$ cat src/rtl/uart_tx_scheduler_pkg.sv
// Shared UART definitions: FSM state encoding and the line levels used by the
// UART transmit/receive blocks.
package uart_tx_scheduler_pkg;

  typedef logic [2:0] state_t;

  localparam logic [2:0] ST_IDLE  = 3'd0;
  localparam logic [2:0] ST_FETCH = 3'd1;
  localparam logic [2:0] ST_START = 3'd2;
  localparam logic [2:0] ST_DATA  = 3'd3;
  localparam logic [2:0] ST_STOP  = 3'd4;

  // Idle (mark) level of the serial line; the start bit is its complement.
  localparam logic TX_IDLE_LEVEL  = 1'b1;
  localparam logic TX_START_LEVEL = 1'b0;

endpackage

$ cat src/rtl/uart_tx_scheduler_if.sv
// FIFO read port between the TX scheduler (master) and the TX FIFO (slave).
interface uart_tx_scheduler_if
  import uart_tx_scheduler_pkg::*;
#(
  parameter int DATA_WIDTH = 8
) ();

  logic                  fifo_empty;
  logic                  fifo_read_enable;
  logic                  fifo_read_ack;
  logic [DATA_WIDTH-1:0] fifo_data;

  modport master (
    input  fifo_empty,
    output fifo_read_enable,
    input  fifo_read_ack,
    input  fifo_data
  );

  modport slave (
    output fifo_empty,
    input  fifo_read_enable,
    output fifo_read_ack,
    output fifo_data
  );

endinterface

$ cat src/rtl/uart_baud_tick.sv
// Baud-rate divider shared by the UART TX and RX paths. The divisor is
// captured on load and held, so a bit period cannot change under a frame.
module uart_baud_tick
  import uart_tx_scheduler_pkg::*;
#(
  parameter int DIV_WIDTH = 16
) (
  input  logic                 clk,
  input  logic                 rst,
  input  logic                 load,
  input  logic [DIV_WIDTH-1:0] divisor,
  output logic                 tick
);

  logic [DIV_WIDTH-1:0] div_hold;
  logic [DIV_WIDTH-1:0] count;

  // Count down from the held divisor to zero, reloading on zero; load restarts the period.
  always_ff @(posedge clk) begin
    if (rst) begin
      div_hold <= '0;
      count    <= '0;
    end else if (load) begin
      div_hold <= divisor;
      count    <= divisor;
    end else if (count == '0) begin
      count <= div_hold;
    end else begin
      count <= count - DIV_WIDTH'(1);
    end
  end

  assign tick = (count == '0);

endmodule

$ cat src/rtl/uart_tx_scheduler.sv
// UART transmit scheduler: pops characters from the TX FIFO and serialises
// them as start / LSB-first data / stop frames on a registered tx line.
module uart_tx_scheduler
  import uart_tx_scheduler_pkg::*;
#(
  parameter int DATA_WIDTH = 8,
  parameter int STOP_BITS  = 1,
  parameter int DIV_WIDTH  = 16
) (
  input  logic                    clk,
  input  logic                    resetn,
  input  logic                    enable,
  input  logic [DIV_WIDTH-1:0]    baud_div,
  uart_tx_scheduler_if.master     fifo,
  output logic                    tx,
  output logic                    busy,
  output logic                    tx_done
);

  localparam int BIT_W = $clog2(DATA_WIDTH + 1);

  state_t                state;
  logic [BIT_W-1:0]      bit_cnt;
  logic [DATA_WIDTH-1:0] shifter;
  logic                  load;
  logic                  tick;
  logic                  pop_ok;

  // The divisor is sampled exactly when a popped character is accepted.
  assign load   = (state == ST_FETCH) && fifo.fifo_read_ack;
  assign pop_ok = enable && !fifo.fifo_empty;
  assign busy   = (state != ST_IDLE);

  uart_baud_tick #(
    .DIV_WIDTH(DIV_WIDTH)
  ) u_baud_tick (
    .clk     (clk),
    .rst     (resetn),
    .load    (load),
    .divisor (baud_div),
    .tick    (tick)
  );

  // Frame sequencer: one pop per frame, then start, data and stop bits.
  always_ff @(posedge clk) begin
    if (resetn) begin
      state                 <= ST_IDLE;
      tx                    <= TX_IDLE_LEVEL;
      tx_done               <= 1'b0;
      fifo.fifo_read_enable <= 1'b0;
      bit_cnt               <= '0;
      shifter               <= '0;
    end else begin
      tx_done <= 1'b0;
      case (state)
        ST_IDLE: begin
          tx <= TX_IDLE_LEVEL;
          if (fifo.fifo_read_enable) begin
            fifo.fifo_read_enable <= 1'b0;
            state                 <= ST_FETCH;
          end else if (pop_ok) begin
            fifo.fifo_read_enable <= 1'b1;
          end
        end
        ST_FETCH: begin
          if (fifo.fifo_read_ack) begin
            shifter <= fifo.fifo_data;
            tx      <= TX_START_LEVEL;
            bit_cnt <= '0;
            state   <= ST_START;
          end else begin
            state <= ST_IDLE;
          end
        end
        ST_START: begin
          if (tick) begin
            tx      <= shifter[0];
            shifter <= shifter >> 1;
            bit_cnt <= BIT_W'(1);
            state   <= ST_DATA;
          end
        end
        ST_DATA: begin
          if (tick) begin
            if (bit_cnt == BIT_W'(DATA_WIDTH)) begin
              tx      <= TX_IDLE_LEVEL;
              bit_cnt <= '0;
              state   <= ST_STOP;
            end else begin
              tx      <= shifter[0];
              shifter <= shifter >> 1;
              bit_cnt <= bit_cnt + BIT_W'(1);
            end
          end
        end
        ST_STOP: begin
          if (tick) begin
            if (bit_cnt == BIT_W'(STOP_BITS - 1)) begin
              state                 <= ST_IDLE;
              tx_done               <= 1'b1;
              bit_cnt               <= '0;
              fifo.fifo_read_enable <= pop_ok;
            end else begin
              bit_cnt <= bit_cnt + BIT_W'(1);
            end
          end
        end
        default: begin
          state                 <= ST_IDLE;
          tx                    <= TX_IDLE_LEVEL;
          fifo.fifo_read_enable <= 1'b0;
        end
      endcase
    end
  end

endmodule

$ cat src/flat_wrapper.sv
// flat-port wrapper written by rule: the top's interface ports become plain ports
module uart_tx_scheduler_flat import uart_tx_scheduler_pkg::*;
#(
  parameter int DATA_WIDTH = 8,
  parameter int STOP_BITS  = 1,
  parameter int DIV_WIDTH  = 16
)
  (clk, resetn, enable, baud_div, tx, busy, tx_done, fifo_fifo_empty, fifo_fifo_read_enable, fifo_fifo_read_ack, fifo_fifo_data);
  uart_tx_scheduler_if #(.DATA_WIDTH(DATA_WIDTH)) fifo_i ();
  input  logic clk;
  input  logic resetn;
  input  logic enable;
  input  logic [DIV_WIDTH-1:0] baud_div;
  output logic tx;
  output logic busy;
  output logic tx_done;
  input wire logic [$bits(fifo_i.fifo_empty)-1:0] fifo_fifo_empty;
  output wire logic [$bits(fifo_i.fifo_read_enable)-1:0] fifo_fifo_read_enable;
  input wire logic [$bits(fifo_i.fifo_read_ack)-1:0] fifo_fifo_read_ack;
  input wire logic [$bits(fifo_i.fifo_data)-1:0] fifo_fifo_data;
  assign fifo_i.fifo_empty = fifo_fifo_empty;
  assign fifo_fifo_read_enable = fifo_i.fifo_read_enable;
  assign fifo_i.fifo_read_ack = fifo_fifo_read_ack;
  assign fifo_i.fifo_data = fifo_fifo_data;
  uart_tx_scheduler #(.DATA_WIDTH(DATA_WIDTH), .STOP_BITS(STOP_BITS), .DIV_WIDTH(DIV_WIDTH)) u_core (.clk(clk), .resetn(resetn), .enable(enable), .baud_div(baud_div), .fifo(fifo_i), .tx(tx), .busy(busy), .tx_done(tx_done));
endmodule
$ cat config.mk
export PLATFORM = sky130hd
export DESIGN_NAME = uart_tx_scheduler_flat
export DESIGN_NICKNAME = d
export VERILOG_FILES = /design/src/rtl/uart_tx_scheduler_pkg.sv /design/src/rtl/uart_tx_scheduler_if.sv /design/src/rtl/uart_baud_tick.sv /design/src/rtl/uart_tx_scheduler.sv /design/src/flat_wrapper.sv
export SDC_FILE = /design/constraint.sdc
export NUM_CORES = 1
export LEC_CHECK = 0
export BUFFER_PORTS_ARGS = -buffer_cell sky130_fd_sc_hd__buf_2
export CAP_MARGIN = 20
export CORE_ASPECT_RATIO = 0.5
export CORE_MARGIN = 8
export CORE_UTILIZATION = 37
export DETAILED_ROUTE_END_ITERATION = 8
export PLACE_DENSITY_LB_ADDON = 0.12
export SLEW_MARGIN = 20
export SYNTH_ARGS = -nofsm -noshare
export SYNTH_HDL_FRONTEND = slang
export SYNTH_SLANG_ARGS = --single-unit
$ cat constraint.sdc
create_clock -name clk -period 4.9 [get_ports clk]
set_clock_uncertainty 0.15 [all_clocks]
set_input_delay 0.98 -clock clk [delete_from_list [all_inputs] [get_ports clk]]
set_output_delay 0.98 -clock clk [all_outputs]
set_load 0.01 [all_outputs]
Word-level counts from Yosys, hierarchy flattened
Index checks and enable logic that the tools add are counted.
- $add $sub $neg: 2
- equality and inequality tests: 13
- muxes and demuxes: 33
- bitwise gates (word level): 3
- reduce and logical (&&, ||, !) cells: 16
- operators with widths (kind ; number):
    2-to-1 mux 16 bit ; 2
    2-to-1 mux 8 bit ; 4
    2-to-1 mux 4 bit ; 6
    case mux 8 bit (3 select lines) ; 1
    2-to-1 mux 3 bit ; 6
    zero test 16 bit ; 1
    case mux 4 bit (4 select lines) ; 1
    subtractor 16 x 1 -> 16 bit, second input constant ; 1
    case mux 3 bit (5 select lines) ; 1
    inequality test 2 x 1 -> 1 bit, second input constant ; 6
    AND reduction 5 bit ; 2
    2-to-1 mux 1 bit ; 9
    equality test 3 x 2 -> 1 bit, second input constant ; 2
    AND reduction 6 bit ; 1
    nonzero test 3 bit ; 2
    OR reduction 3 bit ; 2
    adder 4 x 1 -> 4 bit, second input constant ; 1
    equality test 4 bit, second input constant ; 1
    zero test 4 bit ; 1
    inequality test 2 bit, second input constant ; 2
    case mux 1 bit (4 select lines) ; 1
    AND reduction 4 bit ; 1
    nonzero test 4 bit ; 1
    equality test 3 x 1 -> 1 bit, second input constant ; 1
    other kinds (8) ; 11
- bits in registers: 50
- output and inout port bits: 4
- logic and storage cells: 75

Logic depth before layout (Yosys ltp)
- word-level depth: 5
- mapped depth: 8

Hierarchy
A second synthesis with hierarchy kept.
- cells, all modules: 313
- area total of the unflattened synthesis: 2688.8 um^2
- by module, submodules not included (module ; times used ; cells each ; area each (um^2)):
    uart_baud_tick ; 1 ; 198 ; 1654.1
    uart_tx_scheduler ; 1 ; 115 ; 1034.7

Worst setup path before layout
Ideal clock, no wire load.
- path kind: input port to flip-flop
- from: input fifo_fifo_read_ack
- to: register u_core.bit_cnt[3]
- library setup time: 70 ps
- data arrival time: 2101 ps
- slack: 2579 ps
- stages: 5
- cells stage by stage: nor2b_1 -> nand2_1 -> o21a_1 -> or4_1 -> a21oi_1
- cells in the longest elaborated chain, start to end: 2
- ends and longest elaborated chain (what ; RTL line ; RTL):
    start, declared ; flat_wrapper.sv:19 ; input wire logic [$bits(fifo_i.fifo_read_ack)-1:0] fifo_fifo_read_ack;
    inequality test 2 bit (no source line) ; - ;
    AND reduction 5 bit (no source line) ; - ;
    end signal, assigned ; uart_tx_scheduler.sv:92 ; bit_cnt <= bit_cnt + BIT_W'(1);
    end signal, assigned ; uart_tx_scheduler.sv:104 ; bit_cnt <= bit_cnt + BIT_W'(1);
    end, declared ; uart_tx_scheduler.sv:23 ; logic [BIT_W-1:0] bit_cnt;
No other way between the ends.
A chain may end at the register's enable or synchronous reset.

Worst setup path in the final report
- from: register u_core.state[0]
- to: register u_core.bit_cnt[3]
- cells in the longest elaborated chain, start to end: 3
- ends and longest elaborated chain (what ; RTL line ; RTL):
    start, declared ; uart_tx_scheduler.sv:22 ; state_t state;
    start signal, assigned ; uart_tx_scheduler.sv:47 ; state <= ST_IDLE;
    start signal, assigned ; uart_tx_scheduler.sv:60 ; state <= ST_FETCH;
    start signal, assigned ; uart_tx_scheduler.sv:70 ; state <= ST_START;
    equality test 3 x 2 -> 1 bit, or another cell as far along ; uart_tx_scheduler.sv:55 ; case (state)
    nonzero test 4 bit (no source line), or another cell as far along ; - ;
    AND reduction 5 bit (no source line) ; - ;
Parallel ways exist; a longest one is shown, timed or not.

==> implementation parameters <==
Parameter                              Value

Floorplanning
  Chip height ... ~75 um
  Horizontal die dimension ... roughly 130 um
  Row cnt ... 21
  Starting density of the core ... 38.26%
  I/O pins ... 33
  Core Region ... 6674 um^2
  Overall die area ... approximately 10000 um^2

Timing
  Setup Total Neg Slack ... 0 ns
  Min Tclk post-route ... 2.869 ns
  Final worst hold slack ... 0.3038 ns
  RSZ-0062 raised after global routing ... false
  Max Clock Freq ... about 350 MHz
  Worst-margin pin slew ... ~0.9 ns
  Share of the clock period used by the worst path after layout ... approximately three fifths
  Setup-failing EPs final ... 0
  Number of hold violations in the final report ... 0
  Pins over their slew limit ... 0
  Relative slew slack ... 38.29%

Setup path
  Top fanout value on the critical path ... 26
  Cells along the critical path ... nor2b_1 -> nand2_1 -> o21a_1 -> or4_1 -> a21oi_1
  Maximum cell stage delay along the critical path ... roughly 0.64 ns
  Start of the worst register-to-register path ... u_core.state[0]
  Setup CP Type ... reg2reg
  Kind of cell adding the most delay to the critical path ... simple AND/OR/NAND/NOR gates
  Arrival time at the worst endpoint ... about 2.9 ns
  Category of the worst setup path capture point ... flop
  Required @ worst endpoint ... just under 5 ns
  Buffers and inverters on the worst path ... 0
  Slowest cell on the critical path ... nand2_1
  CP startpoint kind ... flop
  Crit path launch ... u_core.state[0]

GRT
  Antenna violations before repair ... 0
  Residual overflow from global routing ... 0
  Pin count of the biggest net entering global routing ... 52
  Overall Global Routing Usage ... 12.35%
  Wire length of the first global-routing pass ... about 10 mm
  Number of global-route vias before repair ... approximately 2,100

Detailed routing
  Total Wirelength ... approximately 6.1 mm
  DR vias ... between 2,000 and 2,500
  Wire per inst ... about 14 um
  Detail Route Antenna Nets ... 0
  1st-pass router iterations ... 4
  Initial DRC count ... 153
  Via-per-instance ratio ... around 5.3
  DRC Markers ... 0

Status
  Run status ... finished, final reports clean

Clocking
  Clock tree from TritonCTS ... done
  Setup fix buffers added after clock tree synthesis ... 0
  Resized Gates After CTS ... 0
  Number of clock sinks ... 50
  Clock transition time at the flip-flop clock pins of the worst setup and hold paths ... 0.07 ns
  Number of buffers created by CTS ... 5
  Maximum clock path buffer count ... 2
  Insertion delay to the later sink of the worst-skew pair ... slightly below 0.3 ns
  Clock tree root buffer cell ... clkbuf_16
  Number of buffers inserted for hold repair after clock tree synthesis ... 0
  H-tree levels ... 2

Placed design
  Routability cong. ... roughly 0.84
  Placed wire-length estimate after detailed placement ... just over 4 mm
  Number of port buffers ... 32
  Post-Place Cell Area ... about 2800 um^2

Logic synthesis
  Average instance area after synthesis ... a little over 8 um^2
  Top area cells in the synthesized netlist ... dfxtp_1 (39%), nand2_1 (7.6%), a21oi_1 (7.3%), nor2_1 (3.7%), mux2i_1 (3.1%)
  Syn Nets ... about 350
  Sequential share of the synthesized area ... around two fifths
  Number of enable flip-flop cells after synthesis ... 0
  Yosys top cell area share ... 39.20%
  Gate Count Post-Synth ... ~310
  Number of warnings issued by yosys ... 0
  Most used DFF post-synth ... dfxtp_1
  Count of distinct cell types in the synthesized netlist ... between 50 and 60
  Post-synthesis async set-or-reset flop share ... 0%
  Post-synth top cells ... nand2_1 (52), dfxtp_1 (50), a21oi_1 (37), nor2_1 (25), clkbuf_1 (13)
  Mapped cell area ... between 2000 and 3000 um^2
  Most instantiated library cell after synthesis ... nand2_1
  Synth area leader ... dfxtp_1
  Number of storage elements in the synthesis netlist ... 50

Layout
  Total non-filler cell area in the finished layout ... between 2000 and 3000 um^2
  Area of the multi-input gates ... 1451 um^2
  Share of post-route cells with drive strength above 1 ... ~15%
  Area occupied by registers ... approximately 1000 um^2
  Final standard cell utilization of the core ... 44.19%
  Fillcell total ... just under 700
  Count of nets after finishing ... 365
  ANT cells ... 0
  Area growth syn-to-layout ... 15.48%

Worst hold path
  Hold path startpoint ... u_core.u_baud_tick.div_hold[13]
  Hold WC Path Type ... reg2reg

Pwr
  Final Total Pwr ... 1.882 mW
  VDD IR max ... around 0.00022 V
  Power density normalized to cell area ... 638.1 nW/um^2
  Leakage power ... 1.133 nW

Job
  Max-capacitance violation count ... 0
## layout make-up
cell class | instances | area share [%]
sequential | 50 | 33.94
inverter | 6 | 0.7637
timing repair buffer | 32 | 5.431
clock inverter | 2 | 2.036
clock buffer | 6 | 4.709
tap | 92 | 3.903
multi-input combinational | 237 | 49.22
## metal layers
metal | share of wire, % | GRT usage (%) | vias up
li1 | - | - | 1162
met1 | 50 | 15.27 | 1043
met3 | 4.4 | 3.395 | 8
met2 | 44 | 20.24 | 48
met4 | 1.3 | 5.179 | 0
met5 | 0 | 0 | -
## state kept, by name, indices dropped and copies added, names as in the netlist
name / flops
u_core.u_baud_tick.div_hold: 16
u_core.u_baud_tick.count: 16
u_core.tx: 1
u_core.shifter: 8
u_core.tx_done: 1
u_core.bit_cnt: 4
u_core.state: 3
u_core.fifo.fifo_read_enable: 1
## cell usage in the layout (no fill, tap or decap), drive strengths merged, types with 2 or more instances in the layout
cell type,count
a32oi,2
xor2,2
and2,3
nand2,52
or3b,2
clkbuf,6
nand4b,3
ha,4
or3,2
nand3,4
or4,2
inv,6
bufinv,2
a211oi,10
a21oi,37
buf,32
nor3,6
mux2i,8
nor2,25
nor4b,2
a211o,2
dfxtp,50
mux2,4
o211ai,6
nand2b,5
o22ai,7
nor3b,2
xnor2,4
nand4,2
o21ai,15
nor2b,4
nor4,5
and4b,2
## metrics by stage
stage,cells,setup WS (ns)
floorplan,312,2.579
global placement,417,1.803
detailed placement,417,1.743
CTS,425,2.037
global route,425,1.845
finish,425,2.031
## where the power goes
| part | switching [mW] | internal [mW] |
|---|---|---|
| sequential | 0.118 | 0.514 |
| clock | 0.154 | 0.307 |
| combinational | 0.432 | 0.357 |
## path summary, 6_finish.rpt
check                                    end  slack (ns)  cells after the start
min          u_core.u_baud_tick.div_hold[13]        0.30                      2
max                        u_core.bit_cnt[3]        2.03                      5
min reg2reg  u_core.u_baud_tick.div_hold[13]        0.30                      2
max reg2reg                u_core.bit_cnt[3]        2.03                      5
## logic make-up (layout without fill, tap and decap cells)
group,after synthesis,after routing,synth area share [%]
compound gates,90,90,22.20
xor+xnor,6,6,2.058
fa+ha+maj,4,4,1.960
buf+inv,25,46,3.969
flops,50,50,39.20
mux,12,12,4.900
simple gates,125,125,25.72
## tightest hold or removal path: stages, from the launching register on
cell and delay, ns:
dfxtp_1 0.31, nand2_1 0.05, a21oi_1 0.05
No activity file was read; power rests on OpenSTA's default activity.
